$ cat src/rtl/gcd_pkg.sv
// Shared types and widths for the GCD job sequencer and its operand FIFO.
package gcd_pkg;

  localparam int unsigned GCD_DATA_W = 32;
  localparam int unsigned GCD_TAG_W  = 4;

  typedef enum logic [1:0] {
    IDLE,
    START,
    WAIT,
    OUT
  } gcd_seq_state_t;

  typedef struct packed {
    logic [GCD_DATA_W-1:0] a;
    logic [GCD_DATA_W-1:0] b;
    logic [GCD_TAG_W-1:0]  tag;
  } gcd_job_t;

endpackage

$ cat src/rtl/gcd_job_fifo.sv
// Operand FIFO for GCD jobs; pointers carry an extra wrap bit to tell full from empty.
module gcd_job_fifo
  import gcd_pkg::*;
#(
  parameter int unsigned DEPTH = 4
) (
  input  logic     clk,
  input  logic     reset,
  input  logic     push,
  input  logic     pop,
  input  gcd_job_t wr_data,
  output gcd_job_t rd_data,
  output logic     full,
  output logic     empty
);

  localparam int unsigned AW = (DEPTH > 1) ? $clog2(DEPTH) : 1;

  logic [AW:0] wr_ptr;
  logic [AW:0] rd_ptr;
  gcd_job_t    mem [DEPTH];

  logic do_push;
  logic do_pop;

  assign do_push = push && !full;
  assign do_pop  = pop && !empty;

  always_ff @(posedge clk) begin
    if (reset) begin
      wr_ptr <= '0;
      rd_ptr <= '0;
    end else begin
      if (do_push) wr_ptr <= wr_ptr + 1'b1;
      if (do_pop)  rd_ptr <= rd_ptr + 1'b1;
    end
  end

  always_ff @(posedge clk) begin
    if (do_push) mem[wr_ptr[AW-1:0]] <= wr_data;
  end

  assign rd_data = mem[rd_ptr[AW-1:0]];
  assign empty   = (wr_ptr == rd_ptr);
  assign full    = (wr_ptr[AW] != rd_ptr[AW]) && (wr_ptr[AW-1:0] == rd_ptr[AW-1:0]);

endmodule

$ cat src/rtl/gcd_job_sequencer.sv
// Queues (a,b,tag) jobs and runs them one at a time on the GCD engine, returning tagged results.
// Build option GCD_ZERO_BYPASS_EN: jobs with a zero operand complete without using the engine.
module gcd_job_sequencer
  import gcd_pkg::*;
#(
  parameter int unsigned DATA_W     = GCD_DATA_W,
  parameter int unsigned DEPTH      = 4,
  parameter int unsigned TAG_W      = GCD_TAG_W,
  parameter int unsigned START_HOLD = 2
) (
  input  logic              clk,
  input  logic              reset,
  input  logic              in_valid,
  output logic              in_ready,
  input  logic [DATA_W-1:0] in_a,
  input  logic [DATA_W-1:0] in_b,
  input  logic [TAG_W-1:0]  in_tag,
  output logic              eng_start,
  output logic [DATA_W-1:0] eng_a,
  output logic [DATA_W-1:0] eng_b,
  input  logic              eng_done,
  input  logic [DATA_W-1:0] eng_result,
  output logic              out_valid,
  input  logic              out_ready,
  output logic [DATA_W-1:0] out_result,
  output logic [TAG_W-1:0]  out_tag,
  output logic              busy
);

  localparam int unsigned   HC_W      = (START_HOLD > 1) ? $clog2(START_HOLD) : 1;
  localparam logic [HC_W-1:0] HOLD_LAST = HC_W'(START_HOLD - 1);

  gcd_seq_state_t   state;
  gcd_seq_state_t   state_nxt;
  logic [HC_W-1:0]  hold_cnt;
  logic [TAG_W-1:0] job_tag;

  gcd_job_t push_job;
  gcd_job_t head;
  logic     fifo_full;
  logic     fifo_empty;
  logic     push;
  logic     pop;

  logic load_job;
  logic capture;
  logic bypass;
  logic out_ack;

  assign push_job = '{a: in_a, b: in_b, tag: in_tag};
  assign in_ready = !fifo_full;
  assign push     = in_valid && in_ready;

  gcd_job_fifo #(
    .DEPTH(DEPTH)
  ) u_fifo (
    .clk     (clk),
    .reset   (reset),
    .push    (push),
    .pop     (pop),
    .wr_data (push_job),
    .rd_data (head),
    .full    (fifo_full),
    .empty   (fifo_empty)
  );

  always_ff @(posedge clk) begin
    if (reset) state <= IDLE;
    else       state <= state_nxt;
  end

  always_comb begin
    state_nxt = state;
    pop       = 1'b0;
    load_job  = 1'b0;
    capture   = 1'b0;
    bypass    = 1'b0;
    out_ack   = 1'b0;
    case (state)
      IDLE: begin
        if (!fifo_empty) begin
          pop       = 1'b1;
          load_job  = 1'b1;
          state_nxt = START;
`ifdef GCD_ZERO_BYPASS_EN
          if (head.a == '0 || head.b == '0) begin
            bypass    = 1'b1;
            state_nxt = OUT;
          end
`endif
        end
      end
      // eng_done is deliberately not looked at here: it may still be high from the previous job
      START: begin
        if (hold_cnt == HOLD_LAST) state_nxt = WAIT;
      end
      WAIT: begin
        if (eng_done) begin
          capture   = 1'b1;
          state_nxt = OUT;
        end
      end
      OUT: begin
        if (out_ready) begin
          out_ack   = 1'b1;
          state_nxt = IDLE;
        end
      end
      default: state_nxt = IDLE;
    endcase
  end

  always_ff @(posedge clk) begin
    if (reset || state != START || state_nxt != START) hold_cnt <= '0;
    else                                               hold_cnt <= hold_cnt + 1'b1;
  end

  always_ff @(posedge clk) begin
    if (reset) begin
      eng_a      <= '0;
      eng_b      <= '0;
      job_tag    <= '0;
      out_valid  <= 1'b0;
      out_result <= '0;
      out_tag    <= '0;
    end else begin
      if (load_job) begin
        eng_a   <= head.a;
        eng_b   <= head.b;
        job_tag <= head.tag;
      end
      if (capture) begin
        out_result <= eng_result;
        out_tag    <= job_tag;
        out_valid  <= 1'b1;
      end else if (bypass) begin
        out_result <= head.a | head.b;
        out_tag    <= head.tag;
        out_valid  <= 1'b1;
      end else if (out_ack) begin
        out_valid  <= 1'b0;
      end
    end
  end

  assign eng_start = (state == START);
  assign busy      = !fifo_empty || (state != IDLE);

endmodule
$ cat config.mk
export PLATFORM = sky130hd
export DESIGN_NAME = gcd_job_sequencer
export DESIGN_NICKNAME = d
export VERILOG_FILES = /design/src/rtl/gcd_pkg.sv /design/src/rtl/gcd_job_fifo.sv /design/src/rtl/gcd_job_sequencer.sv
export SDC_FILE = /design/constraint.sdc
export NUM_CORES = 1
export LEC_CHECK = 0
export ABC_AREA = 1
export ABC_CLOCK_PERIOD_IN_PS = 5100
export CAP_MARGIN = 20
export CORE_ASPECT_RATIO = 0.5
export CORE_UTILIZATION = 49
export CTS_BUF_LIST = sky130_fd_sc_hd__clkbuf_4 sky130_fd_sc_hd__clkbuf_8 sky130_fd_sc_hd__clkbuf_16
export CTS_CLUSTER_DIAMETER = 60
export CTS_CLUSTER_SIZE = 24
export DETAILED_ROUTE_END_ITERATION = 10
export PLACE_DENSITY_LB_ADDON = 0.2
export SLEW_MARGIN = 20
export SYNTH_ARGS = -nofsm -noshare
export SYNTH_HDL_FRONTEND = slang
export SYNTH_HIERARCHICAL = 1
export SYNTH_SLANG_ARGS = --single-unit
$ cat constraint.sdc
create_clock -name clk -period 5.1 [get_ports clk]
set_input_delay 1.275 -clock clk [delete_from_list [all_inputs] [get_ports clk]]
set_output_delay 1.275 -clock clk [all_outputs]
set_load 0.01 [all_outputs]
==> flow_summary.html, run 1 <==
<table>
<tr><th>Metric</th><th>Value</th></tr>
<tr><th colspan="2">Setup path</th></tr>
<tr><td>Worst endpoint data arrival time</td><td>2100 ps</td></tr>
<tr><td>Type of origin of the critical path</td><td>flop</td></tr>
<tr><td>Biggest cell delay along the critical path</td><td>540 ps</td></tr>
<tr><td>Worst R2R Path Depth</td><td>9</td></tr>
<tr><td>Slowest stage cell on the critical path</td><td>clkdlybuf4s50_1</td></tr>
<tr><td>Capturing point of the worst reg2reg path</td><td>u_fifo/mem[2][56]</td></tr>
<tr><td>Cells along the critical path</td><td>inv_1 -&gt; nand2_1 -&gt; nand2_1 -&gt; nand3_2 -&gt; inv_1 -&gt; nand2_1 -&gt; clkdlybuf4s50_1</td></tr>
<tr><td>Maximum fanout along the worst path</td><td>7</td></tr>
<tr><td>Req. time, crit path</td><td>3830 ps</td></tr>
<tr><td>Crit. End Element</td><td>output pin</td></tr>
<tr><td>Setup slack on the worst flop-to-flop path</td><td>2200 ps</td></tr>
<tr><td>Classification of the worst setup path</td><td>reg -&gt; out</td></tr>
<tr><td>Worst R2R Start</td><td>u_fifo/wr_ptr[1]</td></tr>
<tr><td>Critical path's most frequent cell</td><td>nand2_1</td></tr>
<tr><td>Category of cells accounting for the largest share of critical-path delay</td><td>buffers and inverters</td></tr>
<tr><td>Crit path buffers/inverters</td><td>3</td></tr>
<tr><th colspan="2">Route</th></tr>
<tr><td>Via count</td><td>9,358</td></tr>
<tr><td>DRC Markers</td><td>0</td></tr>
<tr><td>Aggregate routed wire length</td><td>30,800 um</td></tr>
<tr><td>Detailed-route wire length per cell</td><td>17.4 um</td></tr>
<tr><td>Vias per std cell</td><td>5.28</td></tr>
<tr><td>DR pass1 iterations</td><td>5</td></tr>
<tr><td>Initial drt markers</td><td>706</td></tr>
<tr><td>DRT antenna net count</td><td>0</td></tr>
<tr><th colspan="2">STA</th></tr>
<tr><td>Headroom to the max-slew limit</td><td>0.341</td></tr>
<tr><td>Setup repair after global routing missed its margin</td><td>no</td></tr>
<tr><td>Measured slew at the worst slew-check pin</td><td>988 ps</td></tr>
<tr><td>Worst Skew</td><td>19.3 ps</td></tr>
<tr><td>Shortest period the worst path allows</td><td>3380 ps</td></tr>
<tr><td>Post-route fraction of the period consumed by the critical path</td><td>0.663</td></tr>
<tr><td>Number of hold violations in the final report</td><td>0</td></tr>
<tr><td>Final total negative setup slack</td><td>0 ps</td></tr>
<tr><td>Max Fclk</td><td>296 MHz</td></tr>
<tr><td>Count of final max-slew check failures</td><td>0</td></tr>
<tr><td>Setup violations, final</td><td>0</td></tr>
<tr><td>Worst Setup Slack, final</td><td>1720 ps</td></tr>
<tr><th colspan="2">Finish</th></tr>
<tr><td>Area overhead of the layout relative to synthesis</td><td>20.1%</td></tr>
<tr><td>Most common cell after layout, fill and taps aside</td><td>nor2_1</td></tr>
<tr><td>Leading cell types in the layout, fill and taps excluded</td><td>356 x nor2_1, 272 x edfxtp_1, 219 x o21ai_0, 208 x clkdlybuf4s50_1, 114 x dfxtp_1</td></tr>
<tr><td>Nets</td><td>1,486</td></tr>
<tr><td>Share of layout cells above drive strength 1</td><td>0.0453</td></tr>
<tr><td>Filler cells</td><td>2,220</td></tr>
<tr><td>Design Area, Final</td><td>17,200 sq um</td></tr>
<tr><th colspan="2">Clock tree</th></tr>
<tr><td>Clock latency on the worst-skew pair</td><td>530 ps</td></tr>
<tr><td>Clock slew seen by the registers of the worst setup and hold paths</td><td>90 ps</td></tr>
<tr><td>Inserted Clock Buffers</td><td>20</td></tr>
<tr><td>Clock root buffer</td><td>clkbuf_16</td></tr>
<tr><td>TritonCTS Sinks</td><td>388</td></tr>
<tr><td>CTS tree</td><td>done</td></tr>
<tr><td>Number of buffers inserted to repair setup after CTS</td><td>0</td></tr>
<tr><td>Hold buffers post-CTS</td><td>0</td></tr>
<tr><td>H-tree Lvls</td><td>1</td></tr>
<tr><td>Post-cts gate resize count</td><td>0</td></tr>
<tr><td>Max Root-Sink Buffers</td><td>3</td></tr>
<tr><th colspan="2">Logic synthesis</th></tr>
<tr><td>Number of storage elements in the synthesis netlist</td><td>388</td></tr>
<tr><td>Synth Area in Adders</td><td>0.00436</td></tr>
<tr><td>Area fraction in compound gates after synthesis</td><td>0.116</td></tr>
<tr><td>Cells after Synth</td><td>1,212</td></tr>
<tr><td>Multiplexer share of the synthesized area</td><td>0</td></tr>
<tr><td>Most instantiated flip-flop cell in the synthesis netlist</td><td>edfxtp_1</td></tr>
<tr><td>Area share of and/or/nand/nor cells after synthesis</td><td>0.108</td></tr>
<tr><td>Count of unique library cells instantiated by Yosys</td><td>24</td></tr>
<tr><td>Count of flip-flops with a built-in enable after synthesis</td><td>272</td></tr>
<tr><td>Largest family of logic cells by synthesized area</td><td>compound AO/OA/AOI/OAI gates</td></tr>
<tr><td>Synthesized area</td><td>14,400 sq um</td></tr>
<tr><td>Synthesized-area fraction occupied by xor and xnor cells</td><td>0</td></tr>
<tr><td>Warnings, synthesis</td><td>6</td></tr>
<tr><td>Mean area per synthesized cell</td><td>11.8 sq um</td></tr>
<tr><td>Post-synth net total</td><td>1,322</td></tr>
<tr><td>Fraction of registers with async set/reset</td><td>0</td></tr>
<tr><td>Proportion of synthesized chip area in sequential cells</td><td>0.731</td></tr>
<tr><th colspan="2">GRT</th></tr>
<tr><td>Maximum number of pins on one net before global-route repair</td><td>137</td></tr>
<tr><td>All-Layer GR Usage</td><td>0.205</td></tr>
<tr><td>Busiest layer in global routing</td><td>met2</td></tr>
<tr><td>Initial antenna violation count</td><td>1</td></tr>
<tr><td>Global Route met1 Usage</td><td>0.277</td></tr>
<tr><td>Vias in the first global route</td><td>8,981</td></tr>
<tr><td>Global-route wire length before repair</td><td>48,100 um</td></tr>
<tr><td>Met3 global-route usage</td><td>0.0293</td></tr>
<tr><td>Met2 track demand over resource in global routing</td><td>0.358</td></tr>
<tr><td>Overflow after GRT</td><td>0</td></tr>
<tr><th colspan="2">Floorplan</th></tr>
<tr><td>Cell Rows</td><td>43</td></tr>
<tr><td>Starting Density</td><td>0.508</td></tr>
<tr><td>Area of the die</td><td>30,000 sq um</td></tr>
<tr><td>Floorplan die height</td><td>123 um</td></tr>
<tr><td>Chip width</td><td>244 um</td></tr>
<tr><td>Area of the core</td><td>28,200 sq um</td></tr>
<tr><td>Number of top-level pins</td><td>209</td></tr>
<tr><th colspan="2">Placed design</th></tr>
<tr><td># port buffers</td><td>208</td></tr>
<tr><td>Cell area after placement</td><td>16,600 sq um</td></tr>
<tr><td>Post-DP HPWL</td><td>17,600 um</td></tr>
<tr><td>Dpl ws</td><td>1390 ps</td></tr>
<tr><td>Gp weighted congestion</td><td>0.783</td></tr>
<tr><th colspan="2">Outcome</th></tr>
<tr><td>Status</td><td>finished, final reports clean</td></tr>
<tr><th colspan="2">Worst hold path</th></tr>
<tr><td>Origin of the worst min-delay path</td><td>hold_cnt</td></tr>
<tr><td>Endpoint with the worst hold slack</td><td>hold_cnt</td></tr>
<tr><td>Class of the tightest hold or removal check</td><td>reg -&gt; reg</td></tr>
<tr><td>Number of cells on the worst hold path</td><td>3</td></tr>
<tr><th colspan="2">Power</th></tr>
<tr><td>Pwr Density</td><td>490 nW/um^2</td></tr>
<tr><td>Static leakage</td><td>0.00592 uW</td></tr>
<tr><td>Total power after layout</td><td>8450 uW</td></tr>
<tr><td>Peak supply drop</td><td>0.380 mV</td></tr>
<tr><th colspan="2">Job</th></tr>
<tr><td>Max cap viols</td><td>0</td></tr>
</table>
==> power by group <==
part           switching, uW  internal [uW]  total, uW  leakage [uW]
registers                260           3800       4070       0.00345
clock network            946            857       1800      0.000330
logic                   1540           1040       2580       0.00214
==> worst max path at each step <==
stage / from / endpoint / cells past startpoint
floorplan: in_valid / u_fifo/mem[0][0] / 4
global placement: in_valid / u_fifo/mem[2][48] / 6
detailed placement: in_valid / u_fifo/mem[2][52] / 6
CTS: u_fifo/wr_ptr[1] / busy / 7
global route: u_fifo/wr_ptr[1] / busy / 7
finish: u_fifo/wr_ptr[1] / busy / 7
==> sequential cells by signal, summed over array words and instances (netlist names), named ones only <==
name           cells
eng_a             32
eng_b             32
hold_cnt           1
job_tag            4
out_result        32
out_tag            4
out_valid          1
state              2
u_fifo/mem       272
u_fifo/rd_ptr      3
u_fifo/wr_ptr      3
==> worst min-delay path: cells and delay by family, from the launching register on <==
kind             cells  cell delay, ps
DFF                  1             320
and+or+nand+nor      3             120
==> cells in the mapped netlist, types with 2 or more instances <==
library cell / count / area (sq um)
o21ai_0: 219 / 1100
buf_2: 19 / 95.1
ha_1: 5 / 62.6
nor2_1: 359 / 1350
buf_6: 19 / 214
nand3_1: 9 / 45.0
dfxtp_1: 116 / 2320
clkbuf_1: 25 / 93.8
clkbuf_2: 9 / 45.0
o21ai_1: 21 / 105
nand3_2: 3 / 30.0
inv_2: 5 / 18.8
a21oi_1: 8 / 40.0
o22ai_1: 68 / 425
edfxtp_1: 272 / 8170
inv_1: 21 / 78.8
nand2_1: 26 / 97.6
clkbuf_4: 2 / 15.0
==> metal layers <==
metal / routed length (um) / vias to the layer above
li1: - / 4570
met1: 13600 / 4518
met2: 15200 / 240
met3: 1600 / 30
met4: 434 / 0
met5: 0 / -
==> cell type report <==
cell class                      count  area, sq um  share of cell area
Tap cell                          382          478              0.0277
Inverter                           28          114             0.00661
Clock buffer                       34          623              0.0361
Clock inverter                      2         25.0             0.00145
Multi-Input combinational cell    721         3300               0.191
Timing Repair Buffer              217         2200               0.128
Antenna cell                        1         2.50            0.000145
Sequential cell                   388        10500               0.609
==> cell families (layout without fill, tap and decap cells) <==
group,count (synthesis),after routing
flops,388,388
buf+inv,103,281
simple gates,400,400
compound gates,316,316
other cells,0,1
fa+ha+maj,5,5
==> metrics by stage <==
stage / util / std cells / hold slack [ps]
floorplan: - / 1212 / 450
global placement: 0.587 / 1736 / 459
detailed placement: 0.587 / 1736 / 466
CTS: 0.610 / 1772 / 480
global route: 0.610 / 1772 / 511
finish: 0.610 / 1773 / 473
Power figures use the tool's default switching activity.
==> inputs of run 2 (changes only) <==
ABC_CLOCK_PERIOD_IN_PS = 2700   (was 5100)
clock period = 2.7 ns   (was 5.1 ns; I/O delays follow)
==> flow_summary.html, run 2 (synthesis results as in run 1) <==
<table>
<tr><th>Metric</th><th>Value</th></tr>
<tr><th colspan="2">Outcome</th></tr>
<tr><td>Status</td><td>finished, final reports clean</td></tr>
<tr><th colspan="2">Finish</th></tr>
<tr><td>Leading cell types in the layout, fill and taps excluded</td><td>356 x nor2_1, 272 x edfxtp_1, 219 x o21ai_0, 206 x clkdlybuf4s50_1, 108 x dfxtp_1</td></tr>
<tr><td>Area overhead of the layout relative to synthesis</td><td>22.4%</td></tr>
<tr><td>Most common cell after layout, fill and taps aside</td><td>nor2_1</td></tr>
<tr><td>Final Non-Filler Cells</td><td>1,792</td></tr>
<tr><td>Share of layout cells above drive strength 1</td><td>0.0625</td></tr>
<tr><td>Post-route core utilization</td><td>0.622</td></tr>
<tr><td>Filler cells</td><td>2,217</td></tr>
<tr><td>Nets</td><td>1,505</td></tr>
<tr><td>Number of flip-flops in the largest register</td><td>272</td></tr>
<tr><th colspan="2">Floorplan</th></tr>
<tr><td>Chip width</td><td>244 um</td></tr>
<tr><td>Floorplan die height</td><td>123 um</td></tr>
<tr><td>Area of the core</td><td>28,200 sq um</td></tr>
<tr><td>Starting Density</td><td>0.508</td></tr>
<tr><td>Number of top-level pins</td><td>209</td></tr>
<tr><td>Cell Rows</td><td>43</td></tr>
<tr><td>Area of the die</td><td>30,000 sq um</td></tr>
<tr><th colspan="2">Clock tree</th></tr>
<tr><td>Clock latency on the worst-skew pair</td><td>550 ps</td></tr>
<tr><td>Clock slew seen by the registers of the worst setup and hold paths</td><td>100 ps</td></tr>
<tr><td>Clock root buffer</td><td>clkbuf_16</td></tr>
<tr><td>Inserted Clock Buffers</td><td>20</td></tr>
<tr><td>Hold buffers post-CTS</td><td>0</td></tr>
<tr><td>H-tree Lvls</td><td>1</td></tr>
<tr><td>TritonCTS Sinks</td><td>388</td></tr>
<tr><td>CTS tree</td><td>done</td></tr>
<tr><td>Max Root-Sink Buffers</td><td>3</td></tr>
<tr><th colspan="2">Job</th></tr>
<tr><td>Max cap viols</td><td>0</td></tr>
<tr><th colspan="2">Setup path</th></tr>
<tr><td>Req. time, crit path</td><td>2030 ps</td></tr>
<tr><td>Worst endpoint data arrival time</td><td>1730 ps</td></tr>
<tr><td>Crit. End Element</td><td>output pin</td></tr>
<tr><td>Classification of the worst setup path</td><td>reg -&gt; out</td></tr>
<tr><td>Type of origin of the critical path</td><td>flop</td></tr>
<tr><td>Maximum fanout along the worst path</td><td>7</td></tr>
<tr><th colspan="2">Route</th></tr>
<tr><td>DRC Markers</td><td>0</td></tr>
<tr><td>Initial drt markers</td><td>895</td></tr>
<tr><td>Via count</td><td>9,626</td></tr>
<tr><td>DR pass1 iterations</td><td>7</td></tr>
<tr><td>Aggregate routed wire length</td><td>31,500 um</td></tr>
<tr><td>Vias per std cell</td><td>5.37</td></tr>
<tr><td>Detailed-route wire length per cell</td><td>17.6 um</td></tr>
<tr><td>DRT antenna net count</td><td>0</td></tr>
<tr><th colspan="2">STA</th></tr>
<tr><td>Number of hold violations in the final report</td><td>0</td></tr>
<tr><td>Count of final max-slew check failures</td><td>0</td></tr>
<tr><td>Worst Skew</td><td>29.4 ps</td></tr>
<tr><td>Final total negative setup slack</td><td>0 ps</td></tr>
<tr><td>Max Fclk</td><td>416 MHz</td></tr>
<tr><td>Headroom to the max-slew limit</td><td>0.503</td></tr>
<tr><td>Measured slew at the worst slew-check pin</td><td>746 ps</td></tr>
<tr><td>Setup repair after global routing missed its margin</td><td>no</td></tr>
<tr><td>Post-route fraction of the period consumed by the critical path</td><td>0.889</td></tr>
<tr><td>Setup violations, final</td><td>0</td></tr>
<tr><td>Shortest period the worst path allows</td><td>2400 ps</td></tr>
<tr><th colspan="2">Placed design</th></tr>
<tr><td># port buffers</td><td>208</td></tr>
<tr><td>Inst Count DP</td><td>1,753</td></tr>
<tr><td>Gp weighted congestion</td><td>0.786</td></tr>
<tr><td>Post-DP HPWL</td><td>19,500 um</td></tr>
<tr><th colspan="2">Power</th></tr>
<tr><td>Peak supply drop</td><td>0.426 mV</td></tr>
<tr><td>Total power after layout</td><td>16,200 uW</td></tr>
<tr><td>Static leakage</td><td>0.00606 uW</td></tr>
<tr><td>Pwr Density</td><td>923 nW/um^2</td></tr>
<tr><th colspan="2">GRT</th></tr>
<tr><td>Overflow after GRT</td><td>0</td></tr>
<tr><td>Initial antenna violation count</td><td>1</td></tr>
<tr><td>Global-route wire length before repair</td><td>49,400 um</td></tr>
<tr><td>Vias in the first global route</td><td>9,401</td></tr>
<tr><td>All-Layer GR Usage</td><td>0.210</td></tr>
<tr><td>Maximum number of pins on one net before global-route repair</td><td>137</td></tr>
<tr><th colspan="2">Worst hold path</th></tr>
<tr><td>Class of the tightest hold or removal check</td><td>reg -&gt; reg</td></tr>
</table>
run 2: changes by cell type in the layout (fill, tap and decap cells not counted), sizes merged:
cell and change:
clkinvlp +1, dlymetal6s2s +2, inv -1, clkinv +1, clkbuf -1, clkdlybuf4s50 -2
buf +19
run 2: path summary, 6_finish.rpt:
check | start | end | slack, ps | cells past startpoint
max | u_fifo/wr_ptr[1] | busy | 300 | 7
min | out_valid | out_valid | 470 | 2
min reg2reg | out_valid | out_valid | 470 | 2
max reg2reg | u_fifo/wr_ptr[1] | u_fifo/mem[0][63] | 360 | 9
run 2: timing repair:
item	in CTS	in global routing
setup buffers	0	2
resized for setup	5	5
endpoints found under the setup margin	2	2
pin swaps	0	1
run 2: stage by stage:
| step | setup WS (ps) | hold WS, ps | cell area (sq um) |
|---|---|---|---|
| 4_1_cts | -17.0 | 472 | 17500 |
| 3_5_place_dp | 70.8 | 459 | 16900 |
| 6_report | 299 | 467 | 17600 |
| 2_1_floorplan | -700 | 450 | 14400 |
| 5_1_grt | 176 | 510 | 17600 |
| 3_3_place_gp | 102 | 457 | 16900 |
run 2: per-layer routing:
layer / track usage / share of wire / up-vias
met3: 0.0297 / 0.059 / 42
li1: - / - / 4617
met1: 0.286 / 0.45 / 4662
met5: 0 / 0 / -
met4: 0.0410 / 0.014 / 0
met2: 0.364 / 0.48 / 305
run 2: layout make-up:
class	count	area, sq um	area share
Multi-Input combinational cell	721	3320	0.189
Clock inverter	3	41.3	0.00235
Clock buffer	33	598	0.0340
Timing Repair Buffer	236	2510	0.143
Sequential cell	388	10500	0.598
Inverter	28	118	0.00670
Tap cell	382	478	0.0272
Antenna cell	1	2.50	0.000142
run 2: worst max-delay path, cell delays in order, from the launching register on:
cell and delay (ps):
dfxtp_2 360, inv_1 90, nand2_1 60, nand2_1 160, nand3_4 150, inv_1 120
nand2_1 60, dlymetal6s2s_1 180
run 2: where the power goes:
group	switching, uW	internal, uW	leakage (uW)
sequential	384	7190	0.00345
combinational	3110	2130	0.00228
clock	1820	1570	0.000325
